`src/rtl/tour_cmd_seq.sv`:
```
// tour_cmd_seq: replays the solver's one-hot moves as vertical and horizontal motion commands.
// Outside a tour it passes UART commands straight through to the command processor.
//
// Ports:
//   clk, rst_n          clock, asynchronous active-low reset
//   start_tour          solver done pulse; starts a replay from move 0
//   move / mv_indx      solver read port (one-hot move at index mv_indx)
//   cmd_UART, cmd_rdy_UART, clr_cmd_rdy_UART   UART wrapper side
//   cmd, cmd_rdy, clr_cmd_rdy, send_resp       command processor side
//   resp                response byte for the UART transmitter
//   tour_busy           high while a tour is being replayed
//
// Build option: define TOUR_FANFARE_EN to issue horizontal legs with the fanfare opcode.
module tour_cmd_seq #(
    parameter int NUM_MOVES = 24
) (
    input  logic        clk,
    input  logic        rst_n,
    input  logic        start_tour,
    input  logic [7:0]  move,
    output logic [4:0]  mv_indx,
    input  logic [15:0] cmd_UART,
    input  logic        cmd_rdy_UART,
    output logic        clr_cmd_rdy_UART,
    output logic [15:0] cmd,
    output logic        cmd_rdy,
    input  logic        clr_cmd_rdy,
    input  logic        send_resp,
    output logic [7:0]  resp,
    output logic        tour_busy
);

    localparam logic [4:0] LAST = 5'(NUM_MOVES - 1);

    localparam logic [3:0] OP_MOVE = 4'b0010;
`ifdef TOUR_FANFARE_EN
    localparam logic [3:0] OP_HORZ = 4'b0011;
`else
    localparam logic [3:0] OP_HORZ = 4'b0010;
`endif

    localparam logic [7:0] NORTH = 8'h00;
    localparam logic [7:0] WEST  = 8'h3F;
    localparam logic [7:0] SOUTH = 8'h7F;
    localparam logic [7:0] EAST  = 8'hBF;

    typedef enum logic [2:0] {
        IDLE,
        VERT,
        HOLDV,
        HORZ,
        HOLDH
    } state_t;

    state_t     state;
    state_t     state_nxt;
    logic [4:0] indx_nxt;

    logic [7:0] v_head;
    logic [3:0] v_sq;
    logic [7:0] h_head;
    logic [3:0] h_sq;

    logic       last_move;

    assign last_move = (mv_indx == LAST);

    // State and index registers
    always_ff @(posedge clk or negedge rst_n) begin
        if (!rst_n) begin
            state   <= IDLE;
            mv_indx <= '0;
        end else begin
            state   <= state_nxt;
            mv_indx <= indx_nxt;
        end
    end

    // Next-state logic; handshake strobes outside their state are ignored
    always_comb begin
        state_nxt = state;
        indx_nxt  = mv_indx;
        case (state)
            IDLE: begin
                if (start_tour) begin
                    state_nxt = VERT;
                    indx_nxt  = '0;
                end
            end
            VERT: begin
                if (clr_cmd_rdy) state_nxt = HOLDV;
            end
            HOLDV: begin
                if (send_resp) state_nxt = HORZ;
            end
            HORZ: begin
                if (clr_cmd_rdy) state_nxt = HOLDH;
            end
            HOLDH: begin
                if (send_resp) begin
                    if (last_move) begin
                        state_nxt = IDLE;
                    end else begin
                        state_nxt = VERT;
                        indx_nxt  = mv_indx + 5'd1;
                    end
                end
            end
            default: state_nxt = IDLE;
        endcase
    end

    // Move decode; anything not one-hot gives zero-square legs
    always_comb begin
        v_head = NORTH;
        v_sq   = 4'd0;
        h_head = NORTH;
        h_sq   = 4'd0;
        case (move)
            8'h01: begin v_head = NORTH; v_sq = 4'd2; h_head = EAST; h_sq = 4'd1; end
            8'h02: begin v_head = NORTH; v_sq = 4'd2; h_head = WEST; h_sq = 4'd1; end
            8'h04: begin v_head = NORTH; v_sq = 4'd1; h_head = WEST; h_sq = 4'd2; end
            8'h08: begin v_head = SOUTH; v_sq = 4'd1; h_head = WEST; h_sq = 4'd2; end
            8'h10: begin v_head = SOUTH; v_sq = 4'd2; h_head = WEST; h_sq = 4'd1; end
            8'h20: begin v_head = SOUTH; v_sq = 4'd2; h_head = EAST; h_sq = 4'd1; end
            8'h40: begin v_head = SOUTH; v_sq = 4'd1; h_head = EAST; h_sq = 4'd2; end
            8'h80: begin v_head = NORTH; v_sq = 4'd1; h_head = EAST; h_sq = 4'd2; end
            default: ;
        endcase
    end

    // Output logic
    always_comb begin
        cmd              = cmd_UART;
        cmd_rdy          = 1'b0;
        clr_cmd_rdy_UART = 1'b0;
        resp             = 8'hA5;
        case (state)
            IDLE: begin
                cmd              = cmd_UART;
                cmd_rdy          = cmd_rdy_UART;
                clr_cmd_rdy_UART = clr_cmd_rdy;
                resp             = 8'h5A;
            end
            VERT: begin
                cmd     = {OP_MOVE, v_head, v_sq};
                cmd_rdy = 1'b1;
            end
            HOLDV: begin
                cmd = {OP_MOVE, v_head, v_sq};
            end
            HORZ: begin
                cmd     = {OP_HORZ, h_head, h_sq};
                cmd_rdy = 1'b1;
            end
            HOLDH: begin
                cmd = {OP_HORZ, h_head, h_sq};
                if (last_move) resp = 8'h5A;
            end
            default: ;
        endcase
    end

    assign tour_busy = (state != IDLE);

endmodule

```
`config.mk`:
```
export PLATFORM = sky130hd
export DESIGN_NAME = tour_cmd_seq
export DESIGN_NICKNAME = d
export VERILOG_FILES = /design/src/rtl/tour_cmd_seq.sv
export SDC_FILE = /design/constraint.sdc
export NUM_CORES = 1
export LEC_CHECK = 0
export ABC_CLOCK_PERIOD_IN_PS = 2900
export CAP_MARGIN = 20
export CORE_UTILIZATION = 40
export DETAILED_ROUTE_END_ITERATION = 6
export DONT_BUFFER_PORTS = 1
export SETUP_SLACK_MARGIN = 0.5
export SLEW_MARGIN = 20
export SYNTH_ARGS = -nofsm -noshare
export SYNTH_HDL_FRONTEND = slang
export SYNTH_SLANG_ARGS = --single-unit
```
`constraint.sdc`:
```
create_clock -name clk -period 2.9 [get_ports clk]
set_clock_uncertainty 0.15 [all_clocks]
set_input_delay 0.725 -clock clk [delete_from_list [all_inputs] [get_ports clk]]
set_output_delay 0.725 -clock clk [all_outputs]
set_load 0.05 [all_outputs]
```
Word level (Yosys, flattened, before mapping)
Cells that the tools add are included.
- add/sub/neg operators: 1
- reductions and logical operators: 13
- multiplexer cells: 20
- equality and inequality tests: 19
- operators with widths (operator ; number):
    16-bit case mux with 2 select lines ; 1
    8-bit case mux with 2 select lines ; 2
    4-bit OR reduction ; 5
    3-bit two-way mux ; 5
    5-bit two-way mux ; 3
    3-bit case mux with 5 select lines ; 1
    2-bit inequality test (second input constant) ; 6
    5-bit case mux with 2 select lines ; 1
    8-bit by 1-bit == test with 1-bit output (second input constant) ; 1
    8-bit by 2-bit == test with 1-bit output (second input constant) ; 1
    8-bit by 3-bit == test with 1-bit output (second input constant) ; 1
    8-bit by 4-bit == test with 1-bit output (second input constant) ; 1
    8-bit by 5-bit == test with 1-bit output (second input constant) ; 1
    8-bit by 6-bit == test with 1-bit output (second input constant) ; 1
    8-bit by 7-bit == test with 1-bit output (second input constant) ; 1
    8-bit == test (second input constant) ; 1
    8-bit two-way mux ; 1
    2-bit case mux with 2 select lines ; 2
    7-bit two-way mux ; 1
    3-bit by 2-bit == test with 1-bit output (second input constant) ; 2
    2-bit OR reduction ; 3
    5-bit by 1-bit adder with 5-bit output (second input constant) ; 1
    5-bit == test (second input constant) ; 1
    5-bit AND reduction ; 1
    8 further kinds ; 9
- output and inout port bits: 32
- input port bits: 30
- flip-flop bits (word level): 8
- word-level logic and storage cells: 55

Depth between registers and ports, before layout
- depth in word-level cells: 4
- gate-level depth with buffers: 6
- gate-level depth less buffers: 5

Worst setup path before layout
OpenSTA, ideal clock, no wires.
- path type: input to output
- start point: input port move[6]
- end point: output port cmd[1]
- data arrival time: 2482 ps
- path buffers: 1
- data required time: 2025 ps
- path slack: -457 ps
- cell stages on the path: 4
- cell sequence: clkbuf_1 > or4_1 > or3_1 > o211ai_1
- longest elaborated chain between the ends: 4
- elaborated cells between the ends (all ways): 13
- those cells by class: 8 x eq/ne; 3 x mux; 2 x reduce/logical
- ends and longest elaborated chain (element ; line ; RTL):
    start, declared ; 20 ; input logic [7:0] move,
    8-bit == test, or another cell as far along ; 119 ; case (move)
    4-bit OR reduction (no line) ; - ;
    2-bit case mux with 2 select lines ; 119 ;
    16-bit case mux with 2 select lines (*) ; 138 ; case (state)
    end, declared ; 25 ; output logic [15:0] cmd,
Every way passes the cells marked *; elsewhere a longest branch is shown, timed or not.

Final worst setup path
- start point: input port move[3]
- end point: output port cmd[1]
Same word-level chain as after synthesis.

==> flow_summary.yaml <==
status:
  status: "finished, final reports clean"
floorplan:
  boundaryPins: 62
  initial_core_util: 0.4400
  placementRows: 16
  die_x_um: 49.16
  core_um2: 2022
  die_y_um: 49.16
  die-area_um2: 2417
logic_synthesis:
  synth_top_area_cell: "dfrtp_1"
  synth_edf_count: 0
  synth_top_cell_area_share: 0.2250
  synthTopCellsByCount: "nand2_1, and2_1, dfrtp_1, nand4_1, o21ai_0"
  seq_area_frac_synth: 0.2250
  synth_flop_cell: "dfrtp_1"
  ys_warn_count: 0
  yosysMostFrequentCell: "nand2_1"
  syn_area_um2: 889.6
  async_reset_ff_frac: 1.000
  ys_seq_elements: 8
  synth_area_leaders: "dfrtp_1, nand2_1, and2_1, nand4_1, buf_4"
  synth_nets: 153
  yosysUniqueCellTypes: 35
  synthCells: 122
  syn_area_per_cell_um2: 7.292
sta:
  rsz0062_at_grt: "yes"
  worst_slew_pin_slew_ps: 468.4
  slew_viol_final: 0
  timing.final.crit_share: 0.9849
  hold_slack_ps: 512.7
  worst_slack_ps: 43.80
  setup_viol: 0
  hold_viol: 0
  timing.fmax_ghz: 0.3501
  relSlewSlack: 0.6877
  fin_crit_ps: 2856
  tns_ps: 0
clocking:
  clk-insertion-delay-late_ps: 260
  cts_made_buffers: 3
  cts.path.max_buffers: 2
  cts-root-buf: "clkbuf_4"
  clock-sinks: 8
  clk_pin_slew_ps: 50
  cts_tree: "done"
  h-tree-depth: 1
run:
  maxCapViolCount: 0
placed_design:
  hpwlAfterDp_um: 1775
  port_buffers: 0
  dp_slack_ps: 14.63
  gp_congestion: 0.8723
critical_path:
  r2r_setup_slack_ps: 540
  crit_slowest_cell: "or4_4"
  reg2reg_from: "mv_indx[0]"
  end_kind: "primary output"
  crit_fanout: 6
  max_stage_delay_ps: 530
  reg2regPathDepth: 7
  cp_cell_sequence: "or4_4 -> or3_1 -> o211ai_1 -> buf_4"
  regToRegEndpoint: "mv_indx[0]"
  startpoint_type: "input pin"
  cp.arrival_ps: 1980
  criticalPathCategory: "in2out"
  crit_required_ps: 2030
detailed_routing:
  drc: 0
  antenna_left: 0
  wl_per_cell_um: 15.27
  routed_wl_um: 2519
  num_vias: 981
  viasPerCell: 5.945
  drtPass1Iterations: 4
  drt_iter0_markers: 16
finish:
  drive_gt1_frac: 0.4203
  n_antenna_cell: 0
  fin_util: 0.6442
  area_growth_pct: 46.41
  multiInputGateArea_um2: 744.5
  fillers: 186
  layout.nets: 170
  seqCellArea_um2: 209.0
global_route:
  grt_pass1_wl_um: 4022
  grt_usage: 0.2132
  grt_max_degree: 11
  grt-ovfl-total: 0
  antenna_found_initial: 0
  grt_pass1_vias: 880
pwr:
  p_int_mw: 0.6547
  ir_drop_uv: 968.9
  combPwrFrac: 0.807
  switching_share: 0.6288
  power_density_nw_per_um2: 1354
  seqPwrFrac: 0.140
  p_leak_nw: 0.5324
  clkPwrFrac: 0.053
  p_total_mw: 1.764
  switchingPower_mw: 1.109
min_path:
  hp-start: "clr_cmd_rdy"
  hp-class: "in2reg"
  min_to: "state[0]"
  min_path_cells: 3
-- worst max path at each step --
| stage | startpoint | to | slack (ps) | depth (start not counted) |
|---|---|---|---|---|
| floorplan | move[6] | cmd[1] | -400 | 4 |
| global placement | move[3] | cmd[1] | 20 | 4 |
| detailed placement | move[3] | cmd[1] | 10 | 4 |
| CTS | move[3] | cmd[1] | 70 | 4 |
| global route | move[1] | cmd[5] | -4 | 5 |
| finish | move[3] | cmd[1] | 40 | 4 |
-- critical path: cells and delay by family --
kind,cells,cell delay [ps]
AND/OR/NAND/NOR,2,850
buffers and inverters,1,230
AO/OA/AOI/OAI,1,180
-- stage by stage --
step / cell area (µm²) / instances
floorplan: 984.7 / 122
finish: 1303 / 165
detailed placement: 1119 / 152
global placement: 1119 / 152
CTS: 1261 / 162
global route: 1303 / 165
-- repair_timing --
action / CTS / global route
setup endpoints to repair: 25 / 25
hold buffers: 1 / 1
resized for setup: 20 / 3
pin swaps: 14 / 4
setup buffers: 4 / 2
gates cloned: 1 / 0
endpoints found under the hold margin: 4 / 4
-- power by group through the flow --
stage | clock network (mW) | registers [mW] | logic [mW]
floorplan | 0 | 0.219 | 1.10
global placement | 0 | 0.234 | 1.29
detailed placement | 0 | 0.237 | 1.30
CTS | 0.0968 | 0.244 | 1.42
global route | 0.103 | 0.254 | 1.49
finish | 0.0927 | 0.247 | 1.42
-- area by class of cell --
| class | count | area share |
|---|---|---|
| multi-input combinational | 100 | 0.5716 |
| inverter | 4 | 0.01441 |
| clock buffer | 4 | 0.02017 |
| timing repair buffer | 22 | 0.2075 |
| tap | 27 | 0.02594 |
| sequential | 8 | 0.1604 |
-- registers in the layout, summed over array words and instances, names as in the netlist --
signal	count
mv_indx	5
state	3
-- layout by cell type (no fill, tap or decap), types with 2 or more instances in the layout --
cell type / netlist / layout
buf_4: 6 / 12
nor2_1: 5 / 4
inv_1: 4 / 3
nor4_1: 2 / 2
nor2b_1: 2 / 2
xnor2_1: 4 / 4
o21ai_0: 7 / 5
o21ai_2: 0 / 2
nand4_1: 8 / 8
nand3b_1: 2 / 2
and2_4: 0 / 6
a21oi_1: 6 / 6
o211ai_1: 3 / 3
mux2_2: 2 / 2
dfrtp_2: 0 / 7
nor4b_1: 4 / 3
nor3_1: 3 / 2
buf_12: 0 / 8
and2_1: 8 / 2
or3_1: 5 / 4
clkbuf_4: 0 / 3
nand2_1: 19 / 17
nand2_8: 0 / 2
dlygate4sd3_1: 0 / 2
-- cell families after synthesis --
| logic type | share of synthesized area |
|---|---|
| AOI/OAI and AO/OA | 0.1449 |
| DFF | 0.2250 |
| xor gates and xnor gates | 0.04922 |
| and+or+nand+nor | 0.4374 |
| adders and majority gates | 0.01406 |
| buffers and inverters | 0.09282 |
| muxes | 0.03657 |
-- layer usage --
metal / track usage / vias up / routed length (µm)
met5: 0 / - / 0
met4: 0.04412 / 0 / 14
met3: 0.05607 / 2 / 157
met2: 0.3584 / 44 / 1237
met1: 0.2710 / 462 / 1109
li1: - / 473 / -
Note: power is estimated with default switching activity, not from simulation.
